### src/rtl/rv32_alu.sv
// rtl/rv32_alu.sv - RV32I integer ALU with registered result and branch-compare flag
module rv32_alu #(
  parameter int WIDTH = 32
) (
  input  logic             clk,
  input  logic             rts,
  input  logic [3:0]       alu_op,
  input  logic [WIDTH-1:0] operand_a,
  input  logic [WIDTH-1:0] operand_b,
  output logic [WIDTH-1:0] alu_out,
  output logic             cmp_flag
);

  localparam int SHW = $clog2(WIDTH);

  logic [SHW-1:0]   shamt;
  logic             lt_s;
  logic             lt_u;
  logic             eq;
  logic [WIDTH-1:0] result_d;
  logic             flag_d;

  // Shared comparator terms; only the low shift bits ever reach the shifters.
  always_comb begin
    shamt = operand_b[SHW-1:0];
    lt_s  = $signed(operand_a) < $signed(operand_b);
    lt_u  = operand_a < operand_b;
    eq    = operand_a == operand_b;
  end

  // Result select; alt-op bit only matters for ADD/SUB and SRL/SRA.
  always_comb begin
    result_d = '0;
    case (alu_op[2:0])
      3'b000:  result_d = alu_op[3] ? (operand_a - operand_b) : (operand_a + operand_b);
      3'b001:  result_d = operand_a << shamt;
      3'b010:  result_d = {{(WIDTH-1){1'b0}}, lt_s};
      3'b011:  result_d = {{(WIDTH-1){1'b0}}, lt_u};
      3'b100:  result_d = operand_a ^ operand_b;
      3'b101:  result_d = alu_op[3] ? WIDTH'($signed(operand_a) >>> shamt)
                                    : (operand_a >> shamt);
      3'b110:  result_d = operand_a | operand_b;
      default: result_d = operand_a & operand_b;
    endcase
  end

  // Branch condition from funct3 alone; bit3 may hold an immediate bit.
  always_comb begin
    flag_d = 1'b0;
    case (alu_op[2:0])
      3'b000:  flag_d = eq;
      3'b001:  flag_d = ~eq;
      3'b010:  flag_d = lt_s;
      3'b011:  flag_d = lt_u;
      3'b100:  flag_d = lt_s;
      3'b101:  flag_d = ~lt_s;
      3'b110:  flag_d = lt_u;
      default: flag_d = ~lt_u;
    endcase
  end

  // Output registers: the only state in the block.
  always_ff @(posedge clk or posedge rts) begin
    if (rts) begin
      alu_out  <= '0;
      cmp_flag <= 1'b0;
    end else begin
      alu_out  <= result_d;
      cmp_flag <= flag_d;
    end
  end

endmodule

### config.mk
export PLATFORM = sky130hd
export DESIGN_NAME = rv32_alu
export DESIGN_NICKNAME = d
export VERILOG_FILES = /design/src/rtl/rv32_alu.sv
export SDC_FILE = /design/constraint.sdc
export NUM_CORES = 1
export LEC_CHECK = 0
export ABC_AREA = 0
export BUFFER_PORTS_ARGS = -buffer_cell sky130_fd_sc_hd__buf_2
export CAP_MARGIN = 20
export CORE_MARGIN = 1
export CORE_UTILIZATION = 65
export CTS_CLUSTER_DIAMETER = 100
export CTS_CLUSTER_SIZE = 20
export DETAILED_ROUTE_END_ITERATION = 10
export PLACE_DENSITY_LB_ADDON = 0.25
export SYNTH_ARGS = -nofsm -noshare
export SYNTH_HDL_FRONTEND = slang
export SYNTH_SLANG_ARGS = --single-unit
### constraint.sdc
create_clock -name clk -period 1.5 [get_ports clk]
set_input_delay 0.075 -clock clk [delete_from_list [all_inputs] [get_ports clk]]
set_output_delay 0.075 -clock clk [all_outputs]
set_load 0.01 [all_outputs]
==> results.sh, run 1 <==
export IMPL_start_util_pct=67.15
export IMPL_cts_setup_buffers=65
export IMPL_synth_area_um2=10280
export IMPL_synth_top_area_share_pct=11.92
export IMPL_num_io_pins=103
export IMPL_cts_root_buf="clkbuf_16"
export IMPL_ys_ff_latch=33
export IMPL_ctsLongestPathBuffers=2
export IMPL_ctsHoldBuffers=1
export IMPL_synth_area_leaders="ha_1 12%, dfrtp_1 8.0%, a21oi_1 6.6%"
export IMPL_syn_num_nets=1611
export IMPL_synth_ff_type="dfrtp_1"
export IMPL_die_height_um=127.8
export IMPL_yosys_warnings=0
export IMPL_status="did not finish"
export IMPL_cts_buffers=5
export IMPL_synth_cells=1441
export IMPL_synth_largest_area_cell="ha_1"
export IMPL_place_area_um2=14450
export IMPL_synth_edf_count=0
export IMPL_portBuffers=102
export IMPL_synth_async_reset_ratio_pct=100.0
export IMPL_gp_congestion=1.247
export IMPL_clock_sinks=33
export IMPL_failed_stage="clock tree synthesis"
export IMPL_die_w_um=127.8
export IMPL_stop_error="[ERROR DPL-0038] Utilization greater than 100%, impossible to legalize"
export IMPL_yosysUniqueCellTypes=96
export IMPL_dp_cells=2142
export IMPL_h_tree_depth=2
export IMPL_post_cts_resized=414
export IMPL_syn_area_per_cell_um2=7.136
export IMPL_dp_hpwl_um=47170
export IMPL_rows=45
export IMPL_seq_area_frac_synth_pct=8.030
==> logic make-up after synthesis <==
kind of cell	share of synthesized area (%)
and+or+nand+nor	21.22
muxes	15.83
xor gates and xnor gates	1.363
DFF	8.030
buffers and inverters	9.125
adders and majority gates	12.31
AOI/OAI and AO/OA	32.12
==> stage by stage <==
stage / setup TNS (ps) / worst slack (ps)
floorplan: -21060 / -925.7
detailed placement: -36850 / -1402
global placement: -31760 / -1216
==> Yosys cell counts (28+ instances only) <==
cell and number:
a211oi_1 35, nand2_1 107, nor2_1 170, o21ai_0 73, clkbuf_1 53, buf_2 32
ha_1 98, mux4_2 29, nor3_1 29, dfrtp_1 33, o211ai_1 28, inv_1 86
mux2i_1 49, nand2b_1 31, a21oi_1 135
==> inputs of run 2 (changes only) <==
--- a/config.mk
+++ b/config.mk
@@ -9,11 +9,9 @@
 export BUFFER_PORTS_ARGS = -buffer_cell sky130_fd_sc_hd__buf_2
 export CAP_MARGIN = 20
 export CORE_MARGIN = 1
-export CORE_UTILIZATION = 65
-export CTS_CLUSTER_DIAMETER = 100
-export CTS_CLUSTER_SIZE = 20
+export CORE_UTILIZATION = 40
 export DETAILED_ROUTE_END_ITERATION = 10
-export PLACE_DENSITY_LB_ADDON = 0.25
+export PLACE_DENSITY_LB_ADDON = 0.15
 export SYNTH_ARGS = -nofsm -noshare
 export SYNTH_HDL_FRONTEND = slang
 export SYNTH_SLANG_ARGS = --single-unit
==> results.sh, run 2 <==
export IMPL_ctsLongestPathBuffers=2
export IMPL_syn_num_nets=1611
export IMPL_dp_hpwl_um=45460
export IMPL_slew_viol_final=0
export IMPL_final_cell_mix="550 x buf_4, 162 x nor2_1, 99 x nand2_1"
export IMPL_drive_gt1_share_pct=51.58
export IMPL_max_freq_mhz=440.0
export IMPL_cts_root_buf="clkbuf_16"
export IMPL_synth_edf_count=0
export IMPL_power_leakage_nw=8.056
export IMPL_synth_ff_type="dfrtp_1"
export IMPL_synth_area_leaders="ha_1 12%, dfrtp_1 8.0%, a21oi_1 6.6%"
export IMPL_cts_tree="yes"
export IMPL_grt_pass1_wl_um=85530
export IMPL_top_register="alu_out"
export IMPL_min_path_type="in -> reg"
export IMPL_antenna_left=0
export IMPL_dp_cells=2289
export IMPL_die_height_um=162.3
export IMPL_largest_reg_flops=32
export IMPL_met2_usage_pct=70.45
export IMPL_synth_most_common_cell="nor2_1"
export IMPL_postRouteWirelength_um=58820
export IMPL_portBuffers=102
export IMPL_critPathKind="in -> reg"
export IMPL_grt_usage_pct=43.67
export IMPL_final_hold_violation_count=0
export IMPL_grt_met3_usage_pct=7.283
export IMPL_end_kind="register"
export IMPL_nets=2221
export IMPL_area_delta_synth_final_pct=70.79
export IMPL_clock_sinks=33
export IMPL_syn_area_per_cell_um2=7.136
export IMPL_drt_iter0_drc=1798
export IMPL_synth_common_cells="170 x nor2_1, 135 x a21oi_1, 107 x nand2_1"
export IMPL_worst_hold_slack_ps=271.2
export IMPL_fillers=2106
export IMPL_fin_crit_ps=2273
export IMPL_post_drt_wl_per_cell_um=24.70
export IMPL_grt_max_degree=74
export IMPL_status="complete, but fails checks"
export IMPL_violations="negative setup slack"
export IMPL_power_mw=9.162
export IMPL_cap_viol_max_count=0
export IMPL_cts_buffers=5
export IMPL_via_count=14610
export IMPL_use_met1_pct=54.90
export IMPL_antenna_cells=0
export IMPL_first_pass_iters=8
export IMPL_vias_per_cell=6.135
export IMPL_die_w_um=162.3
export IMPL_min_path_cells=4
export IMPL_grt_pass1_vias=13900
export IMPL_yosys_warnings=0
export IMPL_rows=58
export IMPL_top_regs="alu_out: 32 flops, cmp_flag: 1 flops"
export IMPL_yosysUniqueCellTypes=96
export IMPL_required_ps=1690
export IMPL_antenna_found_initial=0
export IMPL_synth_top_area_share_pct=11.92
export IMPL_seq_area_frac_synth_pct=8.030
export IMPL_tightest_slew_ps=595.6
export IMPL_ys_ff_latch=33
export IMPL_timing_slew_headroom_pct=60.30
export IMPL_h_tree_depth=2
export IMPL_dieArea_um2=26350
export IMPL_worst_path_max_fanout=5
export IMPL_overflow=0
export IMPL_setup_viol=33
export IMPL_worst_ir_drop_vdd_mv=0.4173
export IMPL_synth_largest_area_cell="ha_1"
export IMPL_synth_async_reset_ratio_pct=100.0
export IMPL_synth_area_um2=10280
export IMPL_min_from="operand_b[11]"
export IMPL_setup_slack_ps=-772.8
export IMPL_coreArea_um2=25180
export IMPL_finalCritPeriodShare_pct=151.5
export IMPL_hold_path_end="alu_out[11]$_DFF_PP0_"
export IMPL_p_per_area_nw_per_um2=521.7
export IMPL_cp_start_kind="input pin"
export IMPL_final_cells=2381
export IMPL_top_usage_layer="met2"
export IMPL_synth_cells=1441
export IMPL_rsz0062_at_grt="yes"
export IMPL_start_util_pct=40.84
export IMPL_gp_congestion=1.066
export IMPL_cts_clk_slew_worst_paths_ps=70
export IMPL_route_detailed_drc=0
export IMPL_num_io_pins=103
export IMPL_final_common_cell="buf_4"
export IMPL_cp_arrival_ps=2460
## run 2: worst max path at each step
stage	cells past startpoint	slack [ps]	end	from
2_1_floorplan	14	-930	cmp_flag$_DFF_PP0_	operand_b[2]
4_1_cts	11	-740	cmp_flag$_DFF_PP0_	operand_a[10]
5_1_grt	13	-860	alu_out[19]$_DFF_PP0_	operand_a[12]
3_3_place_gp	11	-1390	alu_out[31]$_DFF_PP0_	operand_b[3]
6_report	12	-770	alu_out[25]$_DFF_PP0_	operand_a[12]
3_5_place_dp	12	-1410	cmp_flag$_DFF_PP0_	operand_a[0]
## run 2: routing by layer
layer / routed length (µm) / up-vias
met1: 22860 / 6925
met2: 26620 / 924
li1: - / 6543
met3: 5284 / 215
met4: 4052 / 0
met5: 0 / -
## run 2: cell families after synthesis
group / share of synthesized area (%)
buffers and inverters: 9.125
DFF: 8.030
xor gates and xnor gates: 1.363
adders and majority gates: 12.31
and+or+nand+nor: 21.22
AOI/OAI and AO/OA: 32.12
muxes: 15.83
## run 2: repair_timing
| action | 4_1_cts | 5_1_grt |
|---|---|---|
| resized for setup | 315 | 136 |
| hold buffers | 1 | 0 |
| gates cloned | 2 | 1 |
| pin swaps | 92 | 101 |
| endpoints found under the hold margin | 33 | 0 |
| setup buffers | 59 | 32 |
| setup endpoints to repair | 33 | 33 |
## run 2: critical path, stage by stage
cell and delay, ps:
buf_2 150, inv_1 90, ha_4 290, buf_6 130
nand3_1 120, or3_4 410, o211ai_1 190, buf_4 170
a21oi_2 60, nor3_2 180, mux2_4 330, a211o_1 260
## run 2: layout make-up
cell class | instances | area [µm²] | area share, %
Inverter | 98 | 412.9 | 2.351
Tap cell | 330 | 412.9 | 2.351
Multi-Input combinational cell | 1199 | 10180 | 57.98
Timing Repair Buffer | 714 | 5587 | 31.81
Sequential cell | 33 | 825.8 | 4.702
Clock buffer | 7 | 142.6 | 0.8121
## run 2: stage by stage
| stage | utilization (%) | setup WS [ps] | TNS (ps) | cell area [µm²] |
|---|---|---|---|---|
| 2_1_floorplan | - | -925.7 | -21060 | 10570 |
| 3_3_place_gp | 58.79 | -1394 | -36810 | 14800 |
| 3_5_place_dp | 58.79 | -1406 | -37450 | 14800 |
| 4_1_cts | 66.67 | -740.3 | -17830 | 16790 |
| 5_1_grt | 69.75 | -855.7 | -21570 | 17560 |
| 6_report | 69.75 | -772.8 | -19570 | 17560 |
## run 2: report_power, final
part | switching, mW | internal (mW) | total (mW)
clock | 0.525 | 0.657 | 1.18
sequential | 0.0509 | 1.01 | 1.06
combinational | 3.65 | 3.27 | 6.92
Note: power is estimated with default switching activity, not from simulation.
==> inputs of run 3 (changes only) <==
--- a/config.mk
+++ b/config.mk
@@ -9,7 +9,7 @@
 export BUFFER_PORTS_ARGS = -buffer_cell sky130_fd_sc_hd__buf_2
 export CAP_MARGIN = 20
 export CORE_MARGIN = 1
-export CORE_UTILIZATION = 40
+export CORE_UTILIZATION = 65
 export DETAILED_ROUTE_END_ITERATION = 10
 export PLACE_DENSITY_LB_ADDON = 0.15
 export SYNTH_ARGS = -nofsm -noshare
==> results.sh, run 3 <==
export IMPL_synth_most_common_cell="nor2_1"
export IMPL_yosys_warnings=0
export IMPL_synth_cells=1441
export IMPL_h_tree_depth=2
export IMPL_place_area_um2=14440
export IMPL_dp_cells=2139
export IMPL_die_w_um=127.8
export IMPL_die_height_um=127.8
export IMPL_post_cts_resized=470
export IMPL_syn_num_nets=1611
export IMPL_cts_buffers=5
export IMPL_start_util_pct=67.15
export IMPL_syn_area_per_cell_um2=7.136
export IMPL_synth_edf_count=0
export IMPL_synth_top_area_share_pct=11.92
export IMPL_ctsHoldBuffers=1
export IMPL_failed_stage="clock tree synthesis"
export IMPL_portBuffers=102
export IMPL_rows=45
export IMPL_dp_hpwl_um=46150
export IMPL_ys_ff_latch=33
export IMPL_synth_ff_type="dfrtp_1"
export IMPL_synth_async_reset_ratio_pct=100.0
export IMPL_synth_largest_area_cell="ha_1"
export IMPL_cts_setup_buffers=90
export IMPL_synth_area_leaders="ha_1 12%, dfrtp_1 8.0%, a21oi_1 6.6%"
export IMPL_synth_area_um2=10280
export IMPL_ctsLongestPathBuffers=2
export IMPL_num_io_pins=103
export IMPL_clock_sinks=33
export IMPL_seq_area_frac_synth_pct=8.030
export IMPL_synth_common_cells="170 x nor2_1, 135 x a21oi_1, 107 x nand2_1"
export IMPL_status="did not finish"
export IMPL_yosysUniqueCellTypes=96
export IMPL_stop_error="[ERROR DPL-0038] Utilization greater than 100%, impossible to legalize"
export IMPL_cts_root_buf="clkbuf_16"
export IMPL_gp_congestion=1.294
## run 3: cell counts after synthesis
No cell type changed its count.
## run 3: metrics by stage
step	utilization [%]	setup slack (ps)	TNS [ps]
3_3_place_gp	94.26	-1351	-32900
3_5_place_dp	94.26	-1459	-36950
2_1_floorplan	-	-925.7	-21060
## run 3: cells by family after synthesis
kind of cell	synth area share [%]
AOI/OAI and AO/OA	32.12
DFF	8.030
xor gates and xnor gates	1.363
muxes	15.83
adders and majority gates	12.31
buffers and inverters	9.125
and+or+nand+nor	21.22
